### src/rtl/traffic_phase_fsm.sv
// Two-way intersection sequencer: green/yellow/all-red phases timed in sec_tick units,
// pedestrian early-cut with an extended walk all-red, and a flashing-yellow maintenance mode.
module traffic_phase_fsm #(
    parameter int TW            = 8,
    parameter int GREEN_SEC     = 20,
    parameter int YELLOW_SEC    = 3,
    parameter int ALLRED_SEC    = 2,
    parameter int MIN_GREEN_SEC = 5,
    parameter int WALK_SEC      = 6
) (
    input  logic          clk,
    input  logic          rst,
    input  logic          sec_tick,
    input  logic          ped_btn,
    input  logic          flash_en,
    output logic [2:0]    ns_light,
    output logic [2:0]    ew_light,
    output logic          walk,
    output logic [TW-1:0] phase_left,
    output logic [2:0]    state_o
);

    typedef enum logic [2:0] {
        NS_GREEN  = 3'd0,
        NS_YELLOW = 3'd1,
        ALL_RED1  = 3'd2,
        EW_GREEN  = 3'd3,
        EW_YELLOW = 3'd4,
        ALL_RED2  = 3'd5,
        FLASH     = 3'd6
    } state_t;

    localparam logic [2:0] LAMP_RED = 3'b100;
    localparam logic [2:0] LAMP_YEL = 3'b010;
    localparam logic [2:0] LAMP_GRN = 3'b001;
    localparam logic [2:0] LAMP_OFF = 3'b000;

    localparam logic [TW-1:0] GREEN_LD  = TW'(GREEN_SEC - 1);
    localparam logic [TW-1:0] YELLOW_LD = TW'(YELLOW_SEC - 1);
    localparam logic [TW-1:0] ALLRED_LD = TW'(ALLRED_SEC - 1);
    localparam logic [TW-1:0] WALK_LD   = TW'(WALK_SEC - 1);
    // Green may be cut short once the timer has fallen to this value or below.
    localparam logic [TW-1:0] EARLY_MAX = TW'(GREEN_SEC - MIN_GREEN_SEC);

    localparam int DUR [5] = '{GREEN_SEC, YELLOW_SEC, ALLRED_SEC, MIN_GREEN_SEC, WALK_SEC};

    genvar gi;
    generate
        for (gi = 0; gi < 5; gi++) begin : g_dur_chk
            if (DUR[gi] < 1 || DUR[gi] >= (2 ** TW)) begin : g_bad_dur
                $error("traffic_phase_fsm: duration parameter %0d out of range", gi);
            end
        end
        if (MIN_GREEN_SEC > GREEN_SEC) begin : g_bad_min_green
            $error("traffic_phase_fsm: MIN_GREEN_SEC exceeds GREEN_SEC");
        end
    endgenerate

    state_t        state_reg, state_next, succ_state;
    logic [TW-1:0] timer_reg, timer_next;
    logic          ped_pend_reg, ped_pend_next;
    logic          walk_reg, walk_next;
    logic          flash_lit_reg, flash_lit_next;
    logic [2:0]    ns_light_reg, ns_light_next;
    logic [2:0]    ew_light_reg, ew_light_next;
    logic          is_green, phase_end;

    // State register; lamps are registered alongside so they switch on the same edge.
    always_ff @(posedge clk or posedge rst) begin
        if (rst) begin
            state_reg     <= ALL_RED2;
            timer_reg     <= ALLRED_LD;
            ped_pend_reg  <= 1'b0;
            walk_reg      <= 1'b0;
            flash_lit_reg <= 1'b0;
            ns_light_reg  <= LAMP_RED;
            ew_light_reg  <= LAMP_RED;
        end else begin
            state_reg     <= state_next;
            timer_reg     <= timer_next;
            ped_pend_reg  <= ped_pend_next;
            walk_reg      <= walk_next;
            flash_lit_reg <= flash_lit_next;
            ns_light_reg  <= ns_light_next;
            ew_light_reg  <= ew_light_next;
        end
    end

    assign is_green  = (state_reg == NS_GREEN) || (state_reg == EW_GREEN);
    assign phase_end = sec_tick && ((timer_reg == '0) ||
                       (is_green && ped_pend_reg && (timer_reg <= EARLY_MAX)));

    always_comb begin
        succ_state = ALL_RED2;
        case (state_reg)
            NS_GREEN:  succ_state = NS_YELLOW;
            NS_YELLOW: succ_state = ALL_RED1;
            ALL_RED1:  succ_state = EW_GREEN;
            EW_GREEN:  succ_state = EW_YELLOW;
            EW_YELLOW: succ_state = ALL_RED2;
            ALL_RED2:  succ_state = NS_GREEN;
            default:   succ_state = ALL_RED2;
        endcase
    end

    // Next-state logic: flash has priority, then phase termination, then countdown.
    always_comb begin
        state_next     = state_reg;
        timer_next     = timer_reg;
        ped_pend_next  = ped_pend_reg;
        walk_next      = walk_reg;
        flash_lit_next = flash_lit_reg;
        if (flash_en) begin
            if (state_reg != FLASH) begin
                state_next     = FLASH;
                timer_next     = '0;
                ped_pend_next  = 1'b0;
                walk_next      = 1'b0;
                flash_lit_next = 1'b1;
            end else if (sec_tick) begin
                flash_lit_next = ~flash_lit_reg;
            end
        end else if (state_reg == FLASH) begin
            state_next     = ALL_RED2;
            timer_next     = ALLRED_LD;
            walk_next      = 1'b0;
            flash_lit_next = 1'b0;
        end else begin
            if (ped_btn && !walk_reg) begin
                ped_pend_next = 1'b1;
            end
            if (phase_end) begin
                state_next = succ_state;
                walk_next  = 1'b0;
                case (succ_state)
                    NS_GREEN, EW_GREEN:   timer_next = GREEN_LD;
                    NS_YELLOW, EW_YELLOW: timer_next = YELLOW_LD;
                    default: begin
                        // Serving a request clears it on this edge, swallowing any coincident press.
                        if (ped_pend_reg) begin
                            timer_next    = WALK_LD;
                            walk_next     = 1'b1;
                            ped_pend_next = 1'b0;
                        end else begin
                            timer_next = ALLRED_LD;
                        end
                    end
                endcase
            end else if (sec_tick && (timer_reg != '0)) begin
                timer_next = timer_reg - 1'b1;
            end
        end
    end

    always_comb begin
        ns_light_next = LAMP_RED;
        ew_light_next = LAMP_RED;
        case (state_next)
            NS_GREEN:  ns_light_next = LAMP_GRN;
            NS_YELLOW: ns_light_next = LAMP_YEL;
            EW_GREEN:  ew_light_next = LAMP_GRN;
            EW_YELLOW: ew_light_next = LAMP_YEL;
            FLASH: begin
                ns_light_next = flash_lit_next ? LAMP_YEL : LAMP_OFF;
                ew_light_next = flash_lit_next ? LAMP_YEL : LAMP_OFF;
            end
            default: ;
        endcase
    end

    assign ns_light   = ns_light_reg;
    assign ew_light   = ew_light_reg;
    assign walk       = walk_reg;
    assign phase_left = timer_reg;
    assign state_o    = state_reg;

endmodule

### config.mk
export PLATFORM = sky130hd
export DESIGN_NAME = traffic_phase_fsm
export DESIGN_NICKNAME = d
export VERILOG_FILES = /design/src/rtl/traffic_phase_fsm.sv
export SDC_FILE = /design/constraint.sdc
export NUM_CORES = 1
export LEC_CHECK = 0
export CAP_MARGIN = 10
export CORE_UTILIZATION = 50
export DETAILED_ROUTE_END_ITERATION = 16
export PLACE_DENSITY = 0.84
export SKIP_CTS_REPAIR_TIMING = 1
export SLEW_MARGIN = 10
export SYNTH_ARGS = -nofsm -noshare
export SYNTH_HDL_FRONTEND = slang
export SYNTH_SLANG_ARGS = --single-unit
### constraint.sdc
create_clock -name clk -period 3 [get_ports clk]
set_input_delay 0.45 -clock clk [delete_from_list [all_inputs] [get_ports clk]]
set_output_delay 0.45 -clock clk [all_outputs]
set_load 0.01 [all_outputs]
Word-level counts from Yosys, hierarchy flattened. Index checks and enable logic that the tools add are counted. Widths: inputs -> output; s select.

Register bits after elaboration: 20. Input port bits: 5. Output and inout port bits: 18. Logic and storage cells: 77.

$add $sub $neg: 1. $lt $le $gt $ge: 1. Eq/ne operators: 15. Multiplexer cells: 31. Bitwise gates (word level): 1. Reduce and logical (&&, ||, !) cells: 21.

Operators with widths (count): $mux 8 (5); $pmux 3 s3 (2); $mux 1 (16); $eq 3x3->1 const B (5); $mux 3 (5); $pmux 3 s5 (1); $eq 3x2->1 const B (4); $pmux 5 s2 (1); $eq 3x1->1 const B (3); $logic_not 3->1 (3); $le 8x4->1 const B (1); $logic_not 8->1 (1); $reduce_bool 8->1 (1); $sub 8x1->8 const B (1); $reduce_and 2->1 (3); $logic_and 1x1->1 (5); $reduce_bool 4->1 (1); $reduce_or 2->1 (2); $reduce_or 4->1 (1); $ne 3x3->1 const B (1); $reduce_bool 3->1 (1); $logic_or 1x1->1 (2); $mux 2 (1); $ne 2x1->1 const B (1); 3 further kinds (3).

Depth between registers and ports, before layout. Gate-level depths: netlist of run 1.

Depth after elaboration: 11. Depth in mapped cells: 7. Gate-level depth less buffers: 6.

Least setup slack after synthesis of run 1. No wires, ideal clock.

Path kind: flip-flop to flip-flop. Start: reg timer_reg[0], in the netlist phase_left[0]. End: reg timer_reg[6], in the netlist phase_left[6]. Library setup time: 0.082 ns. Arrival: 1.709 ns. Required time: 2.918 ns. Setup slack: 1.209 ns. Cell stages (with the launch flop): 7. Cells stage by stage: dfstp_2 inv_1 ha_1 o2bb2ai_4 and3_4 or3_1 a31oi_1.

Longest elaborated chain between the ends: 7. Elaborated cells between the ends (all ways): 14.

Ends and longest elaborated chain: from (decl) (RTL line 60) `logic [TW-1:0] timer_reg, timer_next;`; from (signal assigned) (RTL line 80) `timer_reg <= timer_next;`; $le 8x4->1 (RTL line 91) `(is_green && ped_pend_reg && (timer_reg <= EARLY_MAX)));`; $logic_and 1x1->1 (RTL line 91); $logic_or 1x1->1 (RTL line 90) `assign phase_end = sec_tick && ((timer_reg == '0) ||`; $logic_and 1x1->1 (RTL line 90); $mux 8 (RTL line 132) `if (phase_end) begin`; $mux 8 (RTL line 123) `end else if (state_reg == FLASH) begin`; $mux 8 (RTL line 113) `if (flash_en) begin`.

Parallel ways exist; a longest one is shown, timed or not. The select of a mux whose other input is x is not followed. A chain may end at the register's enable or synchronous reset.

Worst setup path in the final report of run 1.
Start: reg state_reg[0], in the netlist state_o[0]. End: out state_o[0].

RTL lines: from (decl) (RTL line 59) `state_t state_reg, state_next, succ_state;`; from (signal assigned) (RTL line 79) `state_reg <= state_next;`; to (decl) (RTL line 20) `output logic [2:0] state_o`.

No word-level cell between the ends.

==> results.md, run 1 <==
Run status:
- The run finished with clean final reports.

Power and ir drop:
- The design draws 1.44 mW.
- For this design the static power due to leakage is 0.617 nW.
- The worst-case IR drop observed on VDD is 0.508 mV.
- The ratio of total power to cell area is 952 nW/um^2.

Critical path:
- STA classifies the critical path endpoint as an output pin.
- The master of the slowest instance on the critical path is sky130_fd_sc_hd__dfstp_2.
- The largest driver fanout on the critical path is 14.
- The signal on the critical path passes through clkdlybuf4s50_1.
- The maximum cell stage delay along the critical path is 0.76 ns.
- Broken down by cell family, the worst path's largest delay share belongs to flip-flops.
- By startpoint and endpoint, the worst setup path is classified as register to output pin.
- The number of cells on the worst reg-to-reg path is 5.
- The critical path launch point type is a register.
- The number of buffers and inverters on the critical path is 1.
- For the worst setup path, the data required time is 2.55 ns.
- Data on the critical path arrives at its endpoint at 1.67 ns.
- The number of stages on the worst setup path is 1.

Timing:
- The post-route minimum period is 2.12 ns.
- The number of failing hold endpoints at the final stage is 0.
- Setup repair after global routing left no endpoint under its margin.
- The fmax is 472 MHz.
- The worst slew margin relative to its limit is 49.6%.
- The count of final max-slew check failures is 0.
- For the pin with the worst max-slew slack, the measured transition is 0.755 ns.
- Setup total negative slack on the finished layout was measured at 0 ns.
- On the final layout, the worst clock skew is 0.00590 ns.
- The final clock period utilization by the worst path is 70.6%.
- The total of endpoints with negative setup slack in the final report is 0.

Floorplan:
- Measured along the x axis, the die boundary spans 52.6 microns.
- The initialized floorplan defines 17 standard-cell rows.
- The die covers 2770 sq um.
- The initial core utilization is 55.3%.
- The number of primary I/O pins is 23.
- The floorplan step set the die height to 52.6 microns.
- After floorplanning, the core was sized to cover 2320 sq um.

Yosys:
- After synthesis, the share of flip-flops with an asynchronous set or reset is 100%.
- The synthesis-stage register bit count is 20.
- The number of nets in the synthesized netlist is 137.
- The Yosys step of the flow raised 0 warnings.
- Counting flops with a built-in enable in the synthesized netlist gives 0.
- The dominant register cell in the synthesized netlist is sky130_fd_sc_hd__dfrtp_1.
- The share of the Yosys chip area taken by registers is 39.5%.
- A synthesized cell averages 9.87 sq um.
- After technology mapping, the gate count stands at 130.
- The combined area of all synthesized cells is 1280 sq um.
- Counting distinct cell types in the post-synthesis netlist gives 45.
- The top-area cell type share of the netlist area is 29.3%.
- By area the synthesized netlist is led by sky130_fd_sc_hd__dfrtp_1 (29%), sky130_fd_sc_hd__dfstp_2 (10%), sky130_fd_sc_hd__a21oi_1 (4.7%).
- The cell type contributing the most total cell area after synthesis is sky130_fd_sc_hd__dfrtp_1.

Clock network:
- The root buffer cell chosen for the clock tree is sky130_fd_sc_hd__clkbuf_4.
- TritonCTS built the clock tree.
- The later pin in the worst-skew pair is clocked with a latency of 0.31 ns.
- The clock slew seen by the registers of the worst setup and hold paths is 0.11 ns.
- In this run the number of H-tree levels came out at 1.
- Buffers inserted during clock tree synthesis total 3.
- For this design, the sink count on the clock tree is 20.
- The maximum clock insertion buffer count is 2.

Final layout:
- The non-filler instance count after layout is 177.
- The library cell used most frequently in the layout, excluding fill and tap cells, is sky130_fd_sc_hd__clkdlybuf4s50_1.
- The synthesis-to-finish area growth is 17.6%.
- The flip-flop count of the largest register after layout is 8.
- In the final layout, the share of cells above drive strength 1 is 14.1%.
- For this run, the share of the core covered by cells in the final layout is 65.0%.
- The total of fill cells in the finished design is 200.
- The total number of nets in the final design is 157.
- The library cells used most frequently in the layout, excluding fill and tap cells, are sky130_fd_sc_hd__clkdlybuf4s50_1 (22), sky130_fd_sc_hd__dfrtp_1 (15), sky130_fd_sc_hd__a21oi_1 (12).
- The number of antenna diodes in the final layout is 0.
- The design area is 1510 sq um.

Route:
- The first detailed-routing pass took 4 iterations.
- The residual DRC count is 0.
- The routed design has 2770 microns of wire.
- The highest layer touched by signal routing is met4.
- Dividing the detail-routed via count by the number of cells gives 5.98.
- Once detail routing completed, the nets flagged for antenna violations numbered 0.
- The total met3 wirelength after detailed routing is 149 microns.
- The detailed router's first-iteration violation count is 60.
- The total number of vias is 1058.
- The met2 wire length is 1330 microns.
- The average wire length per cell after detail routing is 15.6 microns.
- In the final routing, the length of wire on met1 measures 1230 microns.

Global routing:
- The number of global-route vias before repair is 913.
- The overall routing resource usage is 22.5%.
- The initial antenna violation count is 0.
- The maximum number of pins on one net before global-route repair is 21.
- The overall overflow remaining after global route is 0.
- The first-pass GRT wire length is 4390 microns.

Placement:
- Port buffering added 22 buffers.
- The cell area after placement is 1480 sq um.
- Including well taps, the total number of placed cells is 173.
- Detailed placement finished with a half-perimeter wire length of 1980 microns.
- The final RePlAce weighted congestion is 0.948.

Hold path:
- In this run the worst hold path is classified as register to register.
- Along the worst hold path, the cell count comes to 1.

Run:
- The count of max-cap constraint violations is 0.
[cell families after synthesis]
kind of cell | Yosys count | share of synthesized area (%)
multiplexers | 3 | 2.73
AND/OR/NAND/NOR | 46 | 20.8
adder cells (fa/ha/maj) | 2 | 1.95
flip-flops | 20 | 39.5
AO/OA/AOI/OAI | 39 | 22.5
XOR/XNOR | 5 | 5.46
buffers and inverters | 15 | 7.02
[layout make-up]
type	count	area [sq um]	area share, %
Clock buffer	4	26.3	1.74
Inverter	7	26.3	1.74
Multi-Input combinational cell	95	686	45.5
Sequential cell	20	507	33.6
Tap cell	28	35.0	2.32
Timing Repair Buffer	23	228	15.1
[worst paths after layout]
kind / slack, ns / to / startpoint
setup reg to reg: 1.03 / phase_left[6]$_DFFE_PP0P_ / state_o[0]$_DFF_PP1_
min in group asynchronous: 0.57 / ped_pend_reg$_DFFE_PP0P_ / rst
hold / removal: 0.50 / ped_pend_reg$_DFFE_PP0P_ / walk$_DFFE_PP0P_
max in group asynchronous: 1.96 / ew_light[1]$_DFF_PP0_ / rst
hold reg to reg: 0.50 / ped_pend_reg$_DFFE_PP0P_ / walk$_DFFE_PP0P_
setup / recovery: 0.88 / state_o[0] / state_o[0]$_DFF_PP1_
[per-layer routing]
metal	track usage (%)	vias to the layer above
li1	-	507
met3	3.48	7
met5	0	-
met1	31.3	490
met4	11.8	0
met2	33.1	54
[report_power, final]
part,switching [mW],internal (mW)
sequential,0.127,0.363
clock,0.0831,0.0520
combinational,0.416,0.394
[synthesized netlist by cell type (2+ instances only)]
library cell	count
sky130_fd_sc_hd__a21oi_1	12
sky130_fd_sc_hd__ha_1	2
sky130_fd_sc_hd__nand2_1	11
sky130_fd_sc_hd__clkbuf_1	2
sky130_fd_sc_hd__buf_2	2
sky130_fd_sc_hd__nor4_2	2
sky130_fd_sc_hd__buf_6	2
sky130_fd_sc_hd__dfrtp_1	15
sky130_fd_sc_hd__o21a_1	3
sky130_fd_sc_hd__o21ai_0	7
sky130_fd_sc_hd__nand3_1	5
sky130_fd_sc_hd__xnor2_1	3
sky130_fd_sc_hd__a22o_1	2
sky130_fd_sc_hd__inv_1	7
sky130_fd_sc_hd__dfstp_2	5
sky130_fd_sc_hd__a41oi_1	2
sky130_fd_sc_hd__nor3_1	5
sky130_fd_sc_hd__nand2b_1	6
sky130_fd_sc_hd__a31oi_1	2
sky130_fd_sc_hd__nor2_1	8
sky130_fd_sc_hd__o31ai_1	2
sky130_fd_sc_hd__mux2i_1	2
[stage by stage]
step / setup slack (ns) / hold WS [ns]
after global placement: 0.880 / 0.498
after detailed placement: 0.851 / 0.481
after CTS: 0.879 / 0.503
after floorplan: 1.21 / 0.410
final: 0.882 / 0.498
after global routing: 0.830 / 0.554
No activity file was read; power rests on OpenSTA's default activity.
==> run 2, diff against run 1 <==
==> constraint.sdc (replaced) <==
create_clock -name clk -period 2.11 [get_ports clk]
set_input_delay 0.3165 -clock clk [delete_from_list [all_inputs] [get_ports clk]]
set_output_delay 0.3165 -clock clk [all_outputs]
set_load 0.01 [all_outputs]
==> run 2 against run 1 <==
Non-clock buffer count up 6. Global-route usage up 1.1 points. Critical path depth up 5. Design area up 3.7%. Worst setup slack worse by 0.73 ns. Final cell count up 3.4%. Critical endpoint is now phase_left[6]$_DFFE_PP0P_. Largest power group unchanged.
==> results.md, run 2 (synthesis gave the netlist of run 1 again) <==
Run status:
- The flow ran to the end, and the final reports show no timing, DRC or antenna violations.

Timing:
- Setup repair after global routing left no endpoint under its margin.
- The setup skew after layout is 0.0126 ns (+0.00670 ns).
- The worst hold slack came to 0.316 ns (-0.182 ns).
- The transition time of the tightest slew-check pin is 0.429 ns (-0.326 ns).
- The post-route minimum period is 1.96 ns.
- The worst slew margin relative to its limit is 71.4% (+22 points).
- The number of failing hold endpoints at the final stage came to 0 (unchanged).
- The aggregate negative setup slack is 0 ns (unchanged).
- The fmax is 509 MHz.
- The count of final max-slew check failures was 0 (unchanged).
- The total of endpoints with negative setup slack in the final report is 0 (unchanged).
- The final clock period utilization by the worst path is 93.0%.

Global routing:
- The number of global-route vias before repair is 1007 (+10%).
- The first-pass GRT wire length was 4670 microns (+6.4%).
- The overall overflow remaining after global route is 0 (unchanged).
- The initial antenna violation count is 0 (unchanged).
- The overall routing resource usage came to 23.6% (+1.1 points).
- The maximum number of pins on one net before global-route repair is 21 (unchanged).

Route:
- The total met3 wirelength after detailed routing was 189 microns (+27%).
- The average wire length per cell after detail routing was 15.6 microns (-0.48%).
- The wire length reported by the detailed router is 2850 microns (+2.9%).
- The final antenna-violating net count is 0 (unchanged).
- The detailed router's first-iteration violation count is 63 (+5.0%).
- The vias per cell is 6.01 (+0.56%).
- The length of the first detailed-routing pass in iterations is 4 (unchanged).
- The met1 wire length is 1280 microns (+3.6%).
- The total number of vias was 1100 (+4.0%).
- The uppermost layer routed is met4.
- The residual DRC count is 0 (unchanged).
- The met2 wire length is 1320 microns (-1.4%).

Hold path:
- The path class of the tightest hold or removal check is input port to asynchronous set/reset pin.

Placement:
- The placed wire-length estimate after detailed placement is 2000 microns (+0.66%).
- The count of buffers from port buffering came to 22 (unchanged).
- The final RePlAce weighted congestion is 0.991 (+4.6%).
- The cell area after placement was 1530 sq um (+3.0%).

Clock network:
- The clock slew seen by the registers of the worst setup and hold paths is 0.13 ns (+0.02 ns).
- The clock latency on the worst-skew pair is 0.31 ns (about the same).
- TritonCTS built the clock tree.
- The maximum clock insertion buffer count is 2 (unchanged).
- The clock buffer count from CTS is 3 (unchanged).
- The number of clock sinks was 20 (unchanged).
- The cell at the root of the clock tree is sky130_fd_sc_hd__clkbuf_4.
- The number of H-tree branching levels is 1 (unchanged).

Floorplan:
- The number of primary I/O pins is 23 (unchanged).
- The count of standard-cell rows is 17 (unchanged).
- The initial core utilization is 55.3% (unchanged).
- The overall die area was 2770 sq um (unchanged).
- The horizontal die dimension is 52.6 microns (unchanged).
- The die boundary height is 52.6 microns (unchanged).
- The area of the core is 2320 sq um (unchanged).

Run:
- The count of max-cap constraint violations came to 0 (unchanged).

Final layout:
- The total number of nets in the final design is 163 (+3.8%).
- The top cell types in the final layout, fill and taps aside, are sky130_fd_sc_hd__clkdlybuf4s50_1 (22), sky130_fd_sc_hd__dfrtp_1 (15), sky130_fd_sc_hd__a21oi_1 (12).
- The share of layout cells above drive strength 1 was 18.1% (+4.0 points).
- The most common library cell in the layout ignoring fill and taps is sky130_fd_sc_hd__clkdlybuf4s50_1.
- The final core area utilization is 67.4% (+2.4 points).
- The synthesis-to-finish area growth is 21.9%.
- The design area is 1560 sq um (+3.7%).
- The total inserted antenna cells is 0 (unchanged).
- The flip-flop count of the largest register after layout is 8 (unchanged).

Power and ir drop:
- The peak ir drop on the vdd network was 0.953 mV (+88%).
- The total power after layout is 2.13 mW (+49%).
- The leakage power is 0.651 nW (+5.6%).
- The ratio of total power to cell area is 1370 nW/um^2 (+43%).

Critical path:
- The arrival time at the worst endpoint is 2.19 ns (+0.52 ns).
- The largest driver fanout on the critical path is 12 (-2).
- STA classifies the critical path startpoint as a register.
- The endpoint required time on the critical path was 2.34 ns (-0.21 ns).
- The critical path in this run is classified as register to register.
- The master of the slowest instance on the critical path is sky130_fd_sc_hd__dfstp_2.
- The maximum cell stage delay along the critical path is 0.56 ns (-0.20 ns).
- STA classifies the critical path endpoint as a register.
- The signal on the critical path passes through inv_1 > ha_1 > o2bb2ai_4 > and3_4 > or3_1 > a31oi_1.
## run 2: path summary, 6_finish.rpt
| check | from | to | slack [ns] | cells after the start |
|---|---|---|---|---|
| max reg2reg | phase_left[0]$_DFFE_PP1P_ | phase_left[6]$_DFFE_PP0P_ | 0.15 | 6 |
| max in group asynchronous | rst | phase_left[0]$_DFFE_PP1P_ | 1.51 | 3 |
| max | phase_left[0]$_DFFE_PP1P_ | phase_left[6]$_DFFE_PP0P_ | 0.15 | 6 |
| min reg2reg | walk$_DFFE_PP0P_ | ped_pend_reg$_DFFE_PP0P_ | 0.51 | 1 |
| min | rst | state_o[1]$_DFF_PP0_ | 0.32 | 3 |
| min in group clk | walk$_DFFE_PP0P_ | ped_pend_reg$_DFFE_PP0P_ | 0.51 | 1 |
## run 2: power by group
| group | switching [mW] | internal [mW] | total [mW] |
|---|---|---|---|
| sequential | 0.153 | 0.516 | 0.668 |
| clock | 0.128 | 0.105 | 0.234 |
| combinational | 0.635 | 0.598 | 1.23 |
| total | 0.916 | 1.22 | 2.13 |
## run 2: layout make-up
cell class | instances | area [sq um]
well taps | 28 | 35.0
inverters | 7 | 26.3
repair buffers | 29 | 273
fillers | 169 | 756
flip-flops and latches | 20 | 507
clock buffers | 4 | 36.3
multi-input cells | 95 | 686
## run 2: metrics by stage
stage	worst slack, ns	instances
CTS	0.155	183
detailed placement	0.189	179
global placement	0.250	179
global route	0.0492	183
finish	0.147	183
floorplan	0.319	130
## run 2: layer usage
| layer | up-vias | GRT usage [%] |
|---|---|---|
| met2 | 61 | 34.0 |
| met1 | 514 | 32.8 |
| met5 | - | 0 |
| li1 | 517 | - |
| met4 | 0 | 13.6 |
| met3 | 8 | 4.06 |
## run 2: critical path, delay by kind of cell (launching register included)
family / cells / cell delay (ns)
adder cells (fa/ha/maj): 1 / 0.26
AO/OA/AOI/OAI: 2 / 0.34
flip-flops: 1 / 0.56
buffers and inverters: 1 / 0.10
AND/OR/NAND/NOR: 2 / 0.62
